==> config.mk <==
export PLATFORM = sky130hd
export DESIGN_NAME = scan_shifter
export DESIGN_NICKNAME = d
export VERILOG_FILES = /design/src/rtl/scan_shifter.sv
export SDC_FILE = /design/constraint.sdc
export NUM_CORES = 1
export LEC_CHECK = 0
export ABC_AREA = 1
export CAP_MARGIN = 20
export CORE_ASPECT_RATIO = 0.75
export CORE_MARGIN = 10
export CORE_UTILIZATION = 35
export CTS_CLUSTER_DIAMETER = 30
export DETAILED_ROUTE_END_ITERATION = 6
export PLACE_DENSITY = 0.59
export SETUP_SLACK_MARGIN = 0.5
export SYNTH_ARGS = -nofsm -noshare
export SYNTH_HDL_FRONTEND = slang
export SYNTH_SLANG_ARGS = --single-unit
==> constraint.sdc <==
create_clock -name i_CLK -period 1.97 [get_ports i_CLK]
set_input_delay 0.197 -clock i_CLK [delete_from_list [all_inputs] [get_ports i_CLK]]
set_output_delay 0.197 -clock i_CLK [all_outputs]
set_load 0.02 [all_outputs]
==> src/rtl/scan_shifter.sv <==
// Scan-tick generator and MSB-first serial driver for a chain of three 8-bit
// shift/latch registers feeding the multiplexed 7-segment/LED display.
module scan_shifter #(
  parameter int CLK_DIV     = 2,
  parameter int SCAN_PERIOD = 50000
) (
  input  logic        i_CLK,
  input  logic        i_RST,
  output logic        o_TICK,
  input  logic [23:0] i_DATA,
  input  logic        i_VALID,
  output logic        o_SCLK,
  output logic        o_SDATA,
  output logic        o_LATCH,
  output logic        o_OE_N,
  output logic        o_BUSY,
  output logic        o_DONE,
  output logic        o_OVERRUN,
  output logic [1:0]  o_DBG_STATE
);

  localparam int                SCAN_W    = (SCAN_PERIOD > 1) ? $clog2(SCAN_PERIOD) : 1;
  localparam logic [SCAN_W-1:0] SCAN_LAST = SCAN_W'(SCAN_PERIOD - 1);
  localparam logic [7:0]        DIV_LAST  = 8'(CLK_DIV - 1);

  typedef enum logic [1:0] {
    S_IDLE     = 2'd0,
    S_SHIFT_LO = 2'd1,
    S_SHIFT_HI = 2'd2,
    S_LATCH    = 2'd3
  } state_t;

  state_t            r_state;
  state_t            w_next;
  logic [SCAN_W-1:0] r_scan;
  logic [7:0]        r_div;
  logic [4:0]        r_bit;
  logic [23:0]       r_shift;
  logic              r_done;
  logic              r_oe_n;
  logic              r_overrun;
  logic              w_half_end;
  logic              w_accept;
  logic              w_latch_end;

  // Handshake: a word is taken only on a cycle where i_VALID=1, the FSM is
  // IDLE and no frame ended on the previous edge; any other i_VALID is dropped
  // and flagged as overrun. There is no backpressure path to the decoder.
  always_comb begin
    w_next      = r_state;
    w_half_end  = (r_div == DIV_LAST);
    w_accept    = i_VALID && (r_state == S_IDLE) && !r_done;
    w_latch_end = (r_state == S_LATCH) && w_half_end;
    case (r_state)
      S_IDLE:     if (w_accept) w_next = S_SHIFT_LO;
      S_SHIFT_LO: if (w_half_end) w_next = S_SHIFT_HI;
      S_SHIFT_HI: if (w_half_end) w_next = (r_bit == 5'd0) ? S_LATCH : S_SHIFT_LO;
      S_LATCH:    if (w_half_end) w_next = S_IDLE;
      default:    w_next = S_IDLE;
    endcase
  end

  always_ff @(posedge i_CLK) begin
    if (i_RST) begin
      r_state   <= S_IDLE;
      r_scan    <= '0;
      r_div     <= '0;
      r_bit     <= '0;
      r_shift   <= '0;
      r_done    <= 1'b0;
      r_oe_n    <= 1'b1;
      r_overrun <= 1'b0;
    end else begin
      r_state <= w_next;
      r_scan  <= (r_scan == SCAN_LAST) ? '0 : r_scan + 1'b1;
      r_done  <= w_latch_end;
      if (w_latch_end) r_oe_n <= 1'b0;
      if (i_VALID && !w_accept) r_overrun <= 1'b1;

      if (r_state == S_IDLE || w_half_end) r_div <= '0;
      else                                 r_div <= r_div + 8'd1;

      if (w_accept) begin
        r_shift <= i_DATA;
        r_bit   <= 5'd23;
      end else if (r_state == S_SHIFT_HI && w_half_end && r_bit != 5'd0) begin
        r_shift <= {r_shift[22:0], 1'b0};
        r_bit   <= r_bit - 5'd1;
      end
    end
  end

  // Serial data is forced low outside the shift states so LATCH shows a clean line.
  assign o_SDATA     = (r_state == S_SHIFT_LO || r_state == S_SHIFT_HI) && r_shift[23];
  assign o_SCLK      = (r_state == S_SHIFT_HI);
  assign o_LATCH     = (r_state == S_LATCH);
  assign o_BUSY      = (r_state != S_IDLE);
  assign o_TICK      = (r_scan == SCAN_LAST);
  assign o_DONE      = r_done;
  assign o_OE_N      = r_oe_n;
  assign o_OVERRUN   = r_overrun;
  assign o_DBG_STATE = r_state;

endmodule

After elaboration in Yosys (flattened, before gate mapping)
Index checks and enable logic that the tools add are counted.
W data, S select, Z words.
- flip-flop bits (word level): 58
- bits of input ports: 27
- output and inout port bits: 10
- logic and storage cells: 51
- $add $sub $neg: 3
- eq/ne operators: 9
- mux-type cells: 10
- reductions and logical operators: 20
- operator list (operator ; count):
    $mux W24 ; 2
    $add A16 B1 Y16 const B ; 1
    $eq A16 B16 Y1 const B ; 1
    $mux W2 ; 5
    $mux W5 ; 2
    $add A8 B1 Y8 const B ; 1
    $eq A8 B1 Y1 const B ; 1
    $pmux W2 S4 ; 1
    $logic_and A1 B1 Y1 ; 7
    $reduce_or A2 Y1 ; 3
    $logic_not A5 Y1 ; 1
    $reduce_bool A5 Y1 ; 1
    $sub A5 B1 Y5 const B ; 1
    $eq A2 B2 Y1 const B ; 2
    $ne A2 B1 Y1 const B ; 2
    $ne A2 B2 Y1 const B ; 2
    $reduce_and A4 Y1 ; 1
    $reduce_bool A2 Y1 ; 2
    $eq A2 B1 Y1 const B ; 1
    $logic_not A1 Y1 ; 2
    $logic_not A2 Y1 ; 1
    $logic_or A1 B1 Y1 ; 2

Depth between registers and ports, before layout
- depth after elaboration: 5
- gate-level depth with buffers: 10
- gate-level depth less buffers: 9

Worst setup path after synthesis
OpenSTA, ideal clock, no wires.
- path type: reg-to-output
- start point: register r_scan[0]
- end point: output port o_TICK
- arrival: 1544 ps
- data required time: 1773 ps
- slack: 229 ps
- stages on the path, launching flop included: 5
- cell sequence: dfxtp_1 -> ha_1 -> nand3_1 -> or2_2 -> nor4_1
- cells in the longest elaborated chain, start to end: 1
- ends and longest elaborated chain (item ; line ; text):
    start: declaration ; 35 ; logic [SCAN_W-1:0] r_scan;
    start signal: assignment ; 75 ; r_scan <= (r_scan == SCAN_LAST) ? '0 : r_scan + 1'b1;
    $eq A16 B16 Y1 ; 98 ; assign o_TICK = (r_scan == SCAN_LAST);
    end: declaration ; 9 ; output logic o_TICK,
No other way between the ends.

Final worst setup path
- start point: register r_scan[1]
- end point: output port o_TICK
Same word-level chain as after synthesis.

==> metrics <==
# clock sinks=58; Layout Skew=0.0124 ns; max incr delay on CP=between 0.3 and 0.4 ns; # setup viols final=0; Yosys warnings=0; FILL cells=795; final worst-path cycle share=83.5%; Die Area=12400 um2; I/O pins=37; critical-path cell list=ha_4, nand3_2, or2_4, nor4_4, buf_4; Tmin final=roughly 1.6 ns; ys flop type=dfxtp_1; Std-Cell Core Area=7990 um2; Crit Path Max Fanout=2; vias=2824; xor and xnor area share after synthesis=2.10%; GRT overflow=0; crit path kind=reg2out; global-route wire length before repair=11800 um; largest family of logic cells by synthesized area=simple AND/OR/NAND/NOR gates; Reg clk slew, reported paths=0.06 ns; CTS buffer count=9; max-slew violations=0; setup TNS=0 ns; Worst VDD drop=approximately 0.34 mV; startpoint types=flip-flop; final hold vios=0; final WL=7520 um; post-synth cell types=33; area grow syn2layout=36.6%; final core utilization=49.9%; H-tree Lvls=3; Die X=125 um; share of the synthesized area in the top cell type=39.8%; slew margin rel.=72.7%; Cell Area, Synth=2920 um2; Power Density=1000 nW/um2; ant diodes=0; run status=complete, no violations; routed len/inst=12.8 um; DP Wirelength=approximately 4700 um; Worst path slowest cell=dfxtp_2; DRC Markers=0; nets=515; cell with the most instances after synthesis=nand2_1; Avg Inst Size Synth=6.95 um2; EDFF count, synth=0; Yosys reg bits=58; Port-buffer cells=36; simple-gate area share of the yosys netlist=between 30% and 40%; top post-synthesis cells by area=dfxtp_1 (40%), nand2_1 (18%), a21oi_1 (6.5%), nand3_1 (6.3%), nor2_1 (5.0%); initial DRC count=188; Final ANT Viol Nets=0; Worst-Skew Late Latency=0.34 ns; initial antenna violation count=0; vias in the first global route=~2500; static leakage=1.61 nW; area leader, netlist=dfxtp_1; gp weighted congestion=0.886; Reg area=1180 um2; Post-Synth Adder-Cell Area=3.86%; Die Height=99.1 um; cell count after placement=554; fmax=0.608 GHz; fin cells=588; post-synthesis instance total=420; Async S/R FF share, synth=0%; CP Capture Type=output port; vias per cell=slightly below 5; post-synthesis mux area share=0%; critical path data required time=1.77 ns; HP Class=in2reg; share of layout cells above drive strength 1=21.3%; total track usage=between 10% and 20%; WP data arrival=1.45 ns; Initial Utilization=36.5%; register area share after synthesis=between 30% and 40%; pin count of the biggest net entering global routing=29; Synth Area in Compound Gates=7.76%; Clock Tree Buf Depth=2; Post-Synthesis Net Count=456; number of iterations in the first detailed-routing pass=4; Rows=28; Tightest Pin Transition=~0.41 ns; Multi-input gate area=1750 um2; Post-synth top cells=nand2_1 (140), dfxtp_1 (58), nor2_1 (39); Max Cap Viol=0; CTS tree=built; Root Driver=clkbuf_8; unrepaired setup endpoints after global routing=true
-- worst max-delay path, delay by kind of cell, from the launching register on --
kind	cells	cell delay [ns]
buffers and inverters	1	0.18
adders and majority gates	1	0.14
DFF	1	0.35
and+or+nand+nor	3	0.45
-- power by group --
part | switching (mW) | leakage, nW | internal (mW)
sequential | 0.0999 | 0.475 | 1.32
clock | 0.454 | 0.0920 | 0.511
combinational | 0.940 | 1.04 | 0.668
total | 1.49 | 1.61 | 2.50
-- flip-flops by register name, summed over array words and instances, names as in the netlist --
signal,flops
r_shift,24
r_scan,16
r_div,8
r_bit,5
o_DBG_STATE,2
o_DONE,1
o_OE_N,1
o_OVERRUN,1
-- worst paths after layout --
path	startpoint	to	slack, ns	cells after the start
hold / removal	i_DATA[0]	r_shift[0]	0.44	3
hold reg to reg	r_div[0]	r_div[0]	0.46	1
setup reg to reg	r_div[1]	r_bit[2]	0.48	10
setup / recovery	r_scan[1]	o_TICK	0.32	5
-- timing repair --
item                       in CTS  in global routing
hold endpoints to repair        0                  0
pin swaps                       5                  7
setup endpoints to repair      38                 48
setup buffers                   7                  6
gates resized for setup        60                 37
gates cloned                    2                  4
hold buffers                    0                  0
-- kinds of logic (layout without fill, tap and decap cells) --
group | Yosys count | after routing
and+or+nand+nor | 254 | 258
buffers and inverters | 49 | 108
DFF | 58 | 58
xor gates and xnor gates | 7 | 7
AOI/OAI and AO/OA | 43 | 43
adders and majority gates | 9 | 9
-- layout make-up --
class                      instances  share of cell area [%]
multi-input combinational        317                    44.0
sequential                        58                    29.6
timing repair buffer              60                    15.5
clock buffer                      12                    3.89
inverter                          33                    3.36
tap                              105                    3.30
clock inverter                     3                   0.377
-- layer usage --
| metal | GRT usage, % | routed length (um) | vias up |
|---|---|---|---|
| met4 | 3.53 | 113 | 0 |
| li1 | - | - | 1472 |
| met3 | 4.87 | 446 | 13 |
| met2 | 16.9 | 3400 | 54 |
| met1 | 14.0 | 3560 | 1285 |
| met5 | 0 | 0 | - |
-- metrics by stage --
step	setup WS, ns	power (mW)	hold slack (ns)	area [um2]
detailed placement	0.0577	2.63	0.452	3370
finish	0.324	4.00	0.439	3990
global placement	0.0553	2.62	0.444	3370
floorplan	0.462	2.33	0.345	2930
CTS	0.179	3.80	0.422	3770
global route	0.229	4.28	0.469	3990
-- layout by cell type (no fill, tap or decap), types with 5 or more instances in the layout --
| cell type | count |
|---|---|
| nand2_1 | 137 |
| dfxtp_1 | 50 |
| nor2_1 | 35 |
| a21oi_1 | 35 |
| nand3_1 | 31 |
| clkdlybuf4s50_1 | 26 |
| inv_1 | 25 |
| buf_4 | 20 |
| clkbuf_8 | 11 |
| nand4_1 | 10 |
| nand3_2 | 8 |
| inv_2 | 6 |
| nor3_1 | 6 |
| nor2_2 | 6 |
| nand2_2 | 5 |
| a21oi_2 | 5 |
| ha_4 | 5 |
| dlygate4sd2_1 | 5 |
| dfxtp_2 | 5 |
Note: power is estimated with default switching activity, not from simulation.
